$ cat config.mk
export PLATFORM = sky130hd
export DESIGN_NAME = mem_port_arbiter
export DESIGN_NICKNAME = d
export VERILOG_FILES = /design/src/rtl/mem_port_arbiter.sv
export SDC_FILE = /design/constraint.sdc
export NUM_CORES = 1
export LEC_CHECK = 0
export ABC_CLOCK_PERIOD_IN_PS = 3200
export CORE_AREA = 2 2 99 101
export DETAILED_ROUTE_END_ITERATION = 12
export DIE_AREA = 0 0 101 103
export DONT_BUFFER_PORTS = 1
export GPL_ROUTABILITY_DRIVEN = 0
export PLACE_DENSITY = 0.3
export SYNTH_ARGS = -nofsm -noshare
export SYNTH_HDL_FRONTEND = slang
export SYNTH_SLANG_ARGS = --single-unit
$ cat constraint.sdc
create_clock -name I_clk -period 3.2 [get_ports I_clk]
set_input_delay 0.64 -clock I_clk [delete_from_list [all_inputs] [get_ports I_clk]]
set_output_delay 0.64 -clock I_clk [all_outputs]
set_load 0.1 [all_outputs]
$ cat src/rtl/mem_port_arbiter.sv
// Arbitrates one single-port word memory between instruction fetch and load/store.
// Optional store write-protection of the code region: define LS_WRITE_PROTECT_EN.
module mem_port_arbiter #(
  parameter int          AW         = 14,
  parameter int          MAX_WAIT   = 4,
  parameter logic [31:0] CODE_LIMIT = 32'h0000_4000
) (
  input  logic          I_clk,
  input  logic          I_rst,
  input  logic          I_if_req,
  input  logic [31:0]   I_if_addr,
  output logic [31:0]   O_if_data,
  output logic          O_if_valid,
  output logic          O_if_stall,
  input  logic          I_ls_req,
  input  logic          I_ls_we,
  input  logic [31:0]   I_ls_addr,
  input  logic [31:0]   I_ls_wdata,
  input  logic [3:0]    I_ls_wmask,
  output logic [31:0]   O_ls_data,
  output logic          O_ls_valid,
  output logic          O_ls_stall,
  output logic          O_ls_fault,
  output logic          O_mem_en,
  output logic [3:0]    O_mem_we,
  output logic [AW-1:0] O_mem_addr,
  output logic [31:0]   O_mem_wdata,
  input  logic [31:0]   I_mem_rdata,
  input  logic          I_mem_ready
);

  typedef enum logic {INIT, RUN} state_t;

  localparam logic [3:0] MAX_WAIT_C = 4'(MAX_WAIT);

  state_t     state, state_nx;
  logic [3:0] wait_cnt;
  logic       run, force_if, grant_ls, grant_if, ls_block;
  logic       if_vld_p1, ls_vld_p1, st_p1, flt_p1;
  logic       unused_bits;

  always_ff @(posedge I_clk) begin
    if (I_rst) state <= INIT;
    else       state <= state_nx;
  end

  always_comb begin
    state_nx = state;
    case (state)
      INIT: if (I_mem_ready)  state_nx = RUN;
      RUN:  if (!I_mem_ready) state_nx = INIT;
      default: state_nx = INIT;
    endcase
  end

  // Grant stage (p0): reset masks everything so outputs hold reset values at once
  always_comb begin
    run      = (state == RUN) & ~I_rst;
    force_if = (wait_cnt >= MAX_WAIT_C);
    grant_ls = run & I_ls_req & ~(force_if & I_if_req);
    grant_if = run & I_if_req & ~grant_ls;
  end

`ifdef LS_WRITE_PROTECT_EN
  assign ls_block = grant_ls & I_ls_we & (I_ls_addr < CODE_LIMIT);
`else
  assign ls_block = 1'b0;
`endif

  assign O_if_stall  = ~run | (I_if_req & ~grant_if);
  assign O_ls_stall  = ~run | (I_ls_req & ~grant_ls);
  assign O_mem_en    = (grant_if | grant_ls) & ~ls_block;
  assign O_mem_we    = (grant_ls & I_ls_we & ~ls_block) ? I_ls_wmask : 4'b0000;
  assign O_mem_addr  = grant_ls ? I_ls_addr[AW+1:2] : I_if_addr[AW+1:2];
  assign O_mem_wdata = I_ls_wdata;

  always_ff @(posedge I_clk) begin
    if (I_rst) begin
      wait_cnt <= 4'd0;
    end else if (run && I_if_req && !grant_if) begin
      if (wait_cnt != 4'hF) wait_cnt <= wait_cnt + 4'd1;
    end else begin
      wait_cnt <= 4'd0;
    end
  end

  // Response stage (p1): memory data arrives one cycle after the grant
  always_ff @(posedge I_clk) begin
    if (I_rst) begin
      if_vld_p1 <= 1'b0;
      ls_vld_p1 <= 1'b0;
      st_p1     <= 1'b0;
      flt_p1    <= 1'b0;
    end else begin
      if_vld_p1 <= grant_if;
      ls_vld_p1 <= grant_ls;
      st_p1     <= grant_ls & I_ls_we;
      flt_p1    <= ls_block;
    end
  end

  assign O_if_valid = if_vld_p1 & ~I_rst;
  assign O_ls_valid = ls_vld_p1 & ~I_rst;
  assign O_if_data  = O_if_valid ? I_mem_rdata : 32'd0;
  assign O_ls_data  = (O_ls_valid & ~st_p1) ? I_mem_rdata : 32'd0;
  assign O_ls_fault = O_ls_valid & flt_p1;

  assign unused_bits = ^{I_if_addr[31:AW+2], I_if_addr[1:0],
                         I_ls_addr[31:AW+2], I_ls_addr[1:0], CODE_LIMIT};

endmodule

==> Word-level counts from Yosys, hierarchy flattened <==
Cells that the tools add are included.
{ "totals": {"regBits": 8, "output_inout_bits": 120} }
{ "classes": {"n_reduce_logical": 4, "magnitude_cmp": 1, "add_sub_neg": 1, "bitwise": 22, "mux": 5, "n_eq_ne": 1} }
{ "ops": {"columns": ["op", "n"], "rows": [
  ["$mux W32", 2],
  ["$mux W14", 1],
  ["$and A1 B1 Y1", 12],
  ["$not A1 Y1", 7],
  ["$add A4 B1 Y4 const B", 1],
  ["$ge A4 B3 Y1 const B", 1],
  ["$mux W4", 1],
  ["$ne A4 B4 Y1 const B", 1],
  ["$or A1 B1 Y1", 3],
  ["$logic_and A1 B1 Y1", 2],
  ["$reduce_or A2 Y1", 1],
  ["$logic_not A1 Y1", 1],
  ["$mux W1", 1]
]} }

==> Longest topological paths before layout <==
Gate-level depths: netlist of run 1.
{ "logic_depth": {"word_depth": 10, "ltp_mapped": 5, "mapped_depth_nobuf": 4} }

==> Least setup slack after synthesis of run 1 <==
No wires, ideal clock.
{ "synth_timing": {"path_kind": "input-to-output", "start": "in I_rst", "end": "out O_ls_data[0]", "setup_slack_ps": -692, "n_path_buf": 1, "path_stages": 4, "t_required_ps": 2560, "arrival_ps": 3252, "cell_sequence": "nor2b_1 and2b_1 clkbuf_2 and2_1"} }
{ "synth_between": {"elab_chain_len": 4} }
{ "synth_lines": {"columns": ["element", "line_no", "text"], "rows": [
  ["start, declared", "9", "input logic I_rst,"],
  ["$not A1 Y1", "103", "assign O_ls_valid = ls_vld_p1 & ~I_rst;"],
  ["$and A1 B1 Y1", "103", null],
  ["$and A1 B1 Y1", "105", "assign O_ls_data = (O_ls_valid & ~st_p1) ? I_mem_rdata : 32'd0;"],
  ["$mux W32", "105", null],
  ["end, declared", "20", "output logic [31:0] O_ls_data,"]
]} }
Every way passes these cells.

==> Worst setup path in the final report of run 1 <==
{ "layout_timing": {"start": "in I_rst", "end": "out O_mem_we[3]"} }
{ "layout_between": {"elab_chain_len": 6} }
{ "layout_lines": {"columns": ["element", "line_no", "text"], "rows": [
  ["$not A1 Y1", "58", "run = (state == RUN) & ~I_rst;"],
  ["$and A1 B1 Y1", "58", null],
  ["$and A1 B1 Y1 (2 in series)", "60", "grant_ls = run & I_ls_req & ~(force_if & I_if_req);"],
  ["$and A1 B1 Y1", "73", "assign O_mem_we = (grant_ls & I_ls_we & ~ls_block) ? I_ls_wmask : 4'b0000;"],
  ["$mux W4", "73", null],
  ["end, declared", "25", "output logic [3:0] O_mem_we,"]
]} }
Every way passes these cells.

==> results of run 1 <==
==> layout make-up <==
cell class                 count  area [um^2]  share of cell area (%)
timing repair buffer          76         1021                   46.66
multi-input combinational    105        812.0                   37.11
sequential                     8        160.2                   7.318
tap                          114        142.6                   6.518
inverter                       3        11.26                  0.5146
clock buffer                   3        41.29                   1.887
==> synth_stat cells (all sizes together) <==
cell type	number	area [um^2]
a21boi	1	7.510
and2	65	406.6
and2b	2	15.01
and3	5	31.28
buf	36	275.3
clkbuf	5	22.52
conb	1	3.750
dfxtp	8	160.2
ha	1	12.51
inv	3	11.26
mux2	14	210.2
mux2i	1	10.01
nand3	2	15.01
nand3b	1	7.510
nor2b	3	21.27
nor3	3	15.01
o21ai	4	23.77
xnor2	1	8.760
==> final timing paths <==
| kind | startpoint | to | slack (ps) | depth (start not counted) |
|---|---|---|---|---|
| worst min register to register | wait_cnt[0] | wait_cnt[0] | 550 | 2 |
| worst min-delay path | I_rst | state | 490 | 1 |
| worst max register to register | state | st_p1 | 2000 | 5 |
| worst max-delay path | I_rst | O_mem_we[3] | 870 | 6 |
==> worst register-to-register path, stage by stage, from the launching register on <==
cell	delay (ps)
dfxtp_1	290
nor2b_2	260
nand3_2	110
buf_4	200
inv_2	110
and2_1	150
==> registers in the layout, summed over array words and instances, names as in the netlist <==
| signal | cells |
|---|---|
| st_p1 | 1 |
| if_vld_p1 | 1 |
| state | 1 |
| wait_cnt | 4 |
| ls_vld_p1 | 1 |
==> report_power, final <==
part           leakage (nW)  switching [mW]  internal (mW)
registers            0.0653        0.000933          0.103
clock network        0.0216          0.0392         0.0814
logic                 0.942           0.180         0.0480
==> logic make-up after synthesis <==
| logic type | synth area share, % |
|---|---|
| mux | 17.51 |
| compound gates | 2.488 |
| flops | 12.74 |
| other cells | 0.2982 |
| xor+xnor | 0.6966 |
| simple gates | 40.70 |
| buf+inv | 24.58 |
| fa+ha+maj | 0.9949 |
==> routing by layer <==
layer | GRT usage (%) | wire, um | vias up
met2 | 11.38 | 1875 | 104
met1 | 6.955 | 1342 | 493
met3 | 3.390 | 592 | 3
li1 | - | - | 536
met5 | 0 | 0 | -
met4 | 1.559 | 22 | 0
==> through the flow <==
| stage | setup WS, ps | total power [mW] | cell area, um^2 | hold WS (ps) | utilization, % |
|---|---|---|---|---|---|
| 5_1_grt | 763.8 | 0.4705 | 2188 | 487.6 | 23.13 |
| 3_5_place_dp | 838.1 | 0.3341 | 2147 | 540.7 | 22.70 |
| 6_report | 868.7 | 0.4522 | 2188 | 492.1 | 23.13 |
| 2_1_floorplan | 150.7 | 0.4919 | 1269 | 500.9 | - |
| 4_1_cts | 838.1 | 0.4596 | 2188 | 493.1 | 23.13 |
| 3_3_place_gp | 839.9 | 0.3349 | 2147 | 517.7 | 22.70 |
==> results_dict.tcl, run 1 <==
set metrics [dict create \
    syn-cell-area_um2 1257 \
    portBuffers 0 \
    rsz0062_at_grt "no" \
    finalNetCount 336 \
    fin_crit_sh_pct 72.85 \
    grt_pass1_vias 1063 \
    cts_tree "done" \
    drive_gt1_share_pct 52.31 \
    yosysSeqAreaShare_pct 12.74 \
    io_pins 258 \
    tns_ps 0 \
    drv_cap 0 \
    die_h_um 103 \
    crit_path_cell_trace "nor2b_2 > nand3_2 > buf_4 > inv_2 > and3_1 > buf_12" \
    clock.fmax_mhz 429.0 \
    place_hpwl_um 3305 \
    dieArea_um2 10400 \
    gr-total-overflow 0 \
    ir_drop_mv 0.1266 \
    skew_ps 1.923 \
    ant_nets 0 \
    worstSkewPairLatency_ps 230 \
    syn_inst 156 \
    crit_arrival_ps 1690 \
    fp-row-count 36 \
    ys_warn_count 0 \
    clk_pin_slew_ps 40 \
    final_common_cell "and2_1" \
    wl_um 3833 \
    p_leak_nw 1.029 \
    slowest_delay_ps 220 \
    cts_inserted_buffers 3 \
    firstDrtPassIters 3 \
    status "completed" \
    cts_setup_buffers 0 \
    final.fill_count 1032 \
    hold_viol 0 \
    grt_max_degree 34 \
    htreeDepth 1 \
    cellPowerDensity_nw_per_um2 206.7 \
    worstPathMaxFanout 10 \
    clock-sinks 8 \
    setup_viol 0 \
    drt-initial-drc-count 10 \
    clk_path_buf_depth 2 \
    core_area_um2 9459 \
    wire_per_inst_um 12.40 \
    end_kind "primary output" \
    track_usage_pct 6.494 \
    die_x_um 101 \
    place_inst 306 \
    ctsHoldBuffers 0 \
    synth_cell_type_count 25 \
    via_per_inst 3.676 \
    path_delay_family "simple AND/OR/NAND/NOR gates" \
    finalNonFillerCells 309 \
    startpoint_type "input pin" \
    synth-seq-cells 8 \
    initial_core_util_pct 13.29 \
    diodes 0 \
    cp.required_ps 2560 \
    criticalPathCategory "in2out" \
    area_delta_synth_final_pct 74.03 \
    syn_area_per_cell_um2 8.061 \
    crit_buf_inv 3 \
    cts_root_buf "clkbuf_8" \
    grt_pass1_wl_um 5250 \
    fin_crit_ps 2331 \
    hold_class "in2reg" \
    remaining_drc_errors 0 \
    final_max_slew_viol_count 0 \
    antenna_found_initial 0 \
    vias 1136 \
    most-common-layout-cells "65 x and2_1, 40 x buf_4, 36 x buf_12" \
    cp_slowest_cell "nor2b_2" \
    cts_resized 0 \
]
Note: power is estimated with default switching activity, not from simulation.
==> run 2, diff against run 1 <==
Settings changed: ABC_CLOCK_PERIOD_IN_PS 3200 to 2440.
Clock period 3.2 ns to 2.44 ns, I/O delays scaled along.
==> run 2 against run 1 <==
Net effect: hold slack worse by 140 ps; sequential power up 32%; first-iteration DRC count increased by 40%; sequential share of layout area fell by 1.3 points; utilization rose by 5.1 points; final area up 22%; non-clock buffer count rose by 2; via count shrank 0.53%; routed wire length grew 15%.
==> results_dict.tcl, run 2 (same netlist as run 1, synthesis figures left out) <==
set metrics [dict create \
    grt_pass1_wl_um 5885 \
    grtUsageMet1_pct 8.124 \
    grt_util_met2_pct 12.72 \
    drt-initial-drc-count 14 \
    p_clk_share_pct 25.0 \
    finalNetCount 338 \
    wire_per_inst_um 14.15 \
    final_max_slew_viol_count 0 \
    core_area_um2 9459 \
    tns_ps 0 \
    grt_max_degree 34 \
    clock-sinks 8 \
    end_kind "primary output" \
    drv_cap 0 \
    seqPwrFrac_pct 22.3 \
    place_inst 308 \
    hold_viol 0 \
    antenna_found_initial 0 \
    criticalPathCategory "reg2out" \
    grt_pass1_vias 1076 \
    gr-total-overflow 0 \
    finalNonFillerCells 311 \
    fin_crit_ps 2048 \
    final_core_util_pct 28.19 \
    swShare_pct 47.22 \
    portBuffers 0 \
    vias 1130 \
    dieArea_um2 10400 \
    final_common_cell "buf_12" \
    firstDrtPassIters 4 \
    most-common-layout-cells "69 x buf_12, 40 x and2_2, 25 x and2_1" \
    internal-power_uw 320.9 \
    largest_reg_flops 4 \
    diodes 0 \
    clk_path_buf_depth 2 \
    cts_setup_buffers 0 \
    startpoint_type "flip-flop" \
    hold_class "in2reg" \
    top_usage_layer "met2" \
    track_usage_pct 7.200 \
    place_hpwl_um 3791 \
    use_met3_pct 3.864 \
    io_pins 258 \
    ant_nets 0 \
    drive_gt1_share_pct 73.10 \
    ctsHoldBuffers 0 \
    wl_um 4401 \
    total_power_uw 608.0 \
    worstPathMaxFanout 10 \
    fin_crit_sh_pct 83.94 \
    ir_drop_mv 0.3440 \
    htreeDepth 1 \
    p_leak_nw 1.165 \
    cts_resized 0 \
    worstSkewPairLatency_ps 220 \
    cts_inserted_buffers 3 \
    cts_root_buf "clkbuf_8" \
    cts_tree "done" \
    initial_core_util_pct 13.29 \
    crit_arrival_ps 1560 \
    area_delta_synth_final_pct 112.0 \
    reg2reg_slack_ps 1320 \
    status "completed" \
    via_per_inst 3.633 \
    remaining_drc_errors 0 \
    pwr-share-comb_pct 52.7 \
    top_register "wait_cnt" \
    clock.fmax_mhz 488.2 \
    power.switching_uw 287.1 \
    fp-row-count 36 \
    cellPowerDensity_nw_per_um2 228.0 \
    setup_viol 0 \
    cp.required_ps 1950 \
    die_x_um 101 \
    clk_pin_slew_ps 40 \
    skew_ps 2.695 \
    rsz0062_at_grt "no" \
    die_h_um 103 \
]
[run 2: changes by cell type in the layout (fill, tap and decap cells not counted), sizes merged]
cell  delta
buf      +2
[run 2: cell type report]
cell class                 instances  area [um^2]
fill                             987         6793
timing repair buffer              78         1449
sequential                         8        160.2
multi-input combinational        105        862.1
tap                              114        142.6
clock buffer                       3        41.29
inverter                           3        11.26
[run 2: path summary, 6_finish.rpt]
check	endpoint	cells past startpoint	startpoint
max	O_mem_we[1]	6	wait_cnt[2]
min	state	1	I_rst
max reg2reg	st_p1	5	wait_cnt[2]
min reg2reg	wait_cnt[1]	2	wait_cnt[1]
[run 2: metrics by stage]
step                instance area (um^2)  hold WS, ps  setup slack, ps
finish                              2666        352.2            391.9
global route                        2666        340.4            277.0
CTS                                 2666        353.9            360.5
detailed placement                  2625        526.4            478.6
global placement                    2625        527.5            484.4
floorplan                           1326        501.2           -211.5
[run 2: layer usage]
layer / up-vias / wire, um
li1: 539 / -
met4: 0 / 0
met2: 99 / 2223
met1: 492 / 1550
met3: 0 / 628
met5: - / 0
[run 2: worst max-delay path, cell delays in order, from the launching register on]
cell     delay (ps)
dfxtp_1         330
o21ai_2         190
nand3_2         100
buf_4           200
inv_2           110
and3_1          220
buf_12          180
[run 2: power by group through the flow]
stage | sequential, mW | clock [mW] | combinational, mW
floorplan | 0.138 | 0 | 0.510
global placement | 0.138 | 0 | 0.323
detailed placement | 0.138 | 0 | 0.322
CTS | 0.136 | 0.157 | 0.323
global route | 0.136 | 0.166 | 0.329
finish | 0.136 | 0.152 | 0.320
==> run 3, diff against run 2 <==
Settings changed: ABC_CLOCK_PERIOD_IN_PS 2440 to 2000.
Clock period 2.44 ns to 2 ns, I/O delays scaled along.
==> run 3 against run 2 <==
Net effect: non-clock buffer count decreased by 23; critical path depth decreased by 2; routed wire length decreased by 9.3%; largest cell class unchanged; final cell count decreased by 7.4%; largest power group unchanged; global-route usage decreased by 0.61 points.
==> results_dict.tcl, run 3 (same netlist as run 1, synthesis figures left out) <==
set metrics [dict create \
    status "completed" \
    ant_nets 0 \
    drive_gt1_share_pct 83.91 \
    io_pins 258 \
    drv_cap 0 \
    use_met3_pct 4.407 \
    top_usage_layer "met2" \
    die_x_um 101 \
    final_core_util_pct 24.50 \
    place_hpwl_um 3500 \
    grtUsageMet1_pct 6.551 \
    crit_buf_inv 1 \
    core_area_um2 9459 \
    rsz0062_at_grt "yes" \
    path_delay_family "multiplexers" \
    grt_util_met2_pct 12.10 \
    ir_drop_mv 0.3055 \
    antenna_found_initial 0 \
    firstDrtPassIters 2 \
    ctsHoldBuffers 0 \
    htreeDepth 1 \
    startpoint_type "flip-flop" \
    finalNonFillerCells 288 \
    hold_ws_ps 263.7 \
    fp-row-count 36 \
    vias 1090 \
    clock-sinks 8 \
    die_h_um 103 \
    track_usage_pct 6.593 \
    final_area_um2 2317 \
    fin_crit_ps 1910 \
    diodes 0 \
    grt_max_degree 34 \
    p_leak_nw 1.021 \
    crit_path_cell_trace "o21ai_2 > nand3_2 > buf_4 > mux2_4" \
    remaining_drc_errors 0 \
    cellPowerDensity_nw_per_um2 317.1 \
    end_kind "primary output" \
    cts_inserted_buffers 3 \
    cts_tree "done" \
    wl_um 3991 \
    cp-startpoint "wait_cnt[3]" \
    hold_viol 0 \
    dieArea_um2 10400 \
    wire_per_inst_um 13.86 \
    placed_area_um2 2268 \
    gr-total-overflow 0 \
    final_common_cell "buf_12" \
    clock.fmax_mhz 523.7 \
    cp_slowest_cell "mux2_4" \
    criticalPathCategory "reg2out" \
    top_register "wait_cnt" \
    most-common-layout-cells "48 x buf_12, 32 x and2_4, 29 x and2_2" \
    place_inst 285 \
    via_per_inst 3.785 \
    cts_root_buf "clkbuf_8" \
    worstSkewPairLatency_ps 220 \
    final_max_slew_viol_count 0 \
    largest_reg_flops 4 \
    initial_core_util_pct 13.29 \
    setup_viol 0 \
    reg2reg_from "wait_cnt[3]" \
    grt_pass1_wl_um 5375 \
    skew_ps 4.375 \
    cp.required_ps 1600 \
    area_delta_synth_final_pct 84.28 \
    fin_crit_sh_pct 95.48 \
    slowest_delay_ps 450 \
    clk_pin_slew_ps 40 \
    clk_path_buf_depth 2 \
    grt_pass1_vias 1011 \
    total_power_uw 734.8 \
    hold_start "I_rst" \
    hold_class "in2reg" \
    worstPathMaxFanout 9 \
    crit_arrival_ps 1510 \
    drt-initial-drc-count 2 \
    finalNetCount 315 \
    portBuffers 0 \
]
-- run 3: cell types whose count changed in the layout (fill, tap and decap cells not counted), moves of 4 or more --
cell | previous run | this run
and2_1 | 25 | 4
and2_2 | 40 | 29
and2_4 | 0 | 32
and3_1 | 5 | 1
and3_2 | 0 | 4
buf_12 | 69 | 48
-- run 3: area by class of cell --
class,instances,area [um^2]
Tap cell,114,142.6
Sequential cell,8,160.2
Multi-Input combinational cell,105,940.9
Inverter,3,11.26
Fill cell,1000,7142
Timing Repair Buffer,55,1021
Clock buffer,3,41.29
-- run 3: metal layers --
layer / share of wire, % / vias up
met2: 51 / 119
met1: 32 / 480
li1: - / 491
met4: 0 / 0
met5: 0 / -
met3: 17 / 0
-- run 3: metrics by stage --
stage / setup TNS, ps / setup slack, ps
after floorplan: -3451 / -245.3
after global placement: 0 / 229.5
after detailed placement: 0 / 226.9
after CTS: 0 / 32.68
after global routing: -20.14 / -10.10
final: 0 / 90.45
-- run 3: worst reg2reg max path, stage by stage, from the launching register on --
cell	delay, ps
dfxtp_1	320
o21ai_2	190
nand3_2	110
buf_8	170
and3_1	180
-- run 3: worst paths after layout --
| kind | end | cells past startpoint | slack (ps) |
|---|---|---|---|
| worst max-delay path | O_mem_addr[4] | 4 | 90 |
| worst max register to register | if_vld_p1 | 4 | 920 |
| worst min register to register | wait_cnt[1] | 2 | 540 |
| worst min-delay path | state | 1 | 260 |
-- run 3: where the power goes --
group          leakage [nW]  internal [mW]  switching, mW
Sequential           0.0653          0.164        0.00167
Combinational         0.934         0.0901          0.292
Clock                0.0216          0.130         0.0573
-- run 3: what timing repair did --
action                     4_1_cts  5_1_grt
setup endpoints to repair        0        4
resized for setup                0        2
buffers inserted                 0        0
hold endpoints to repair         0        0
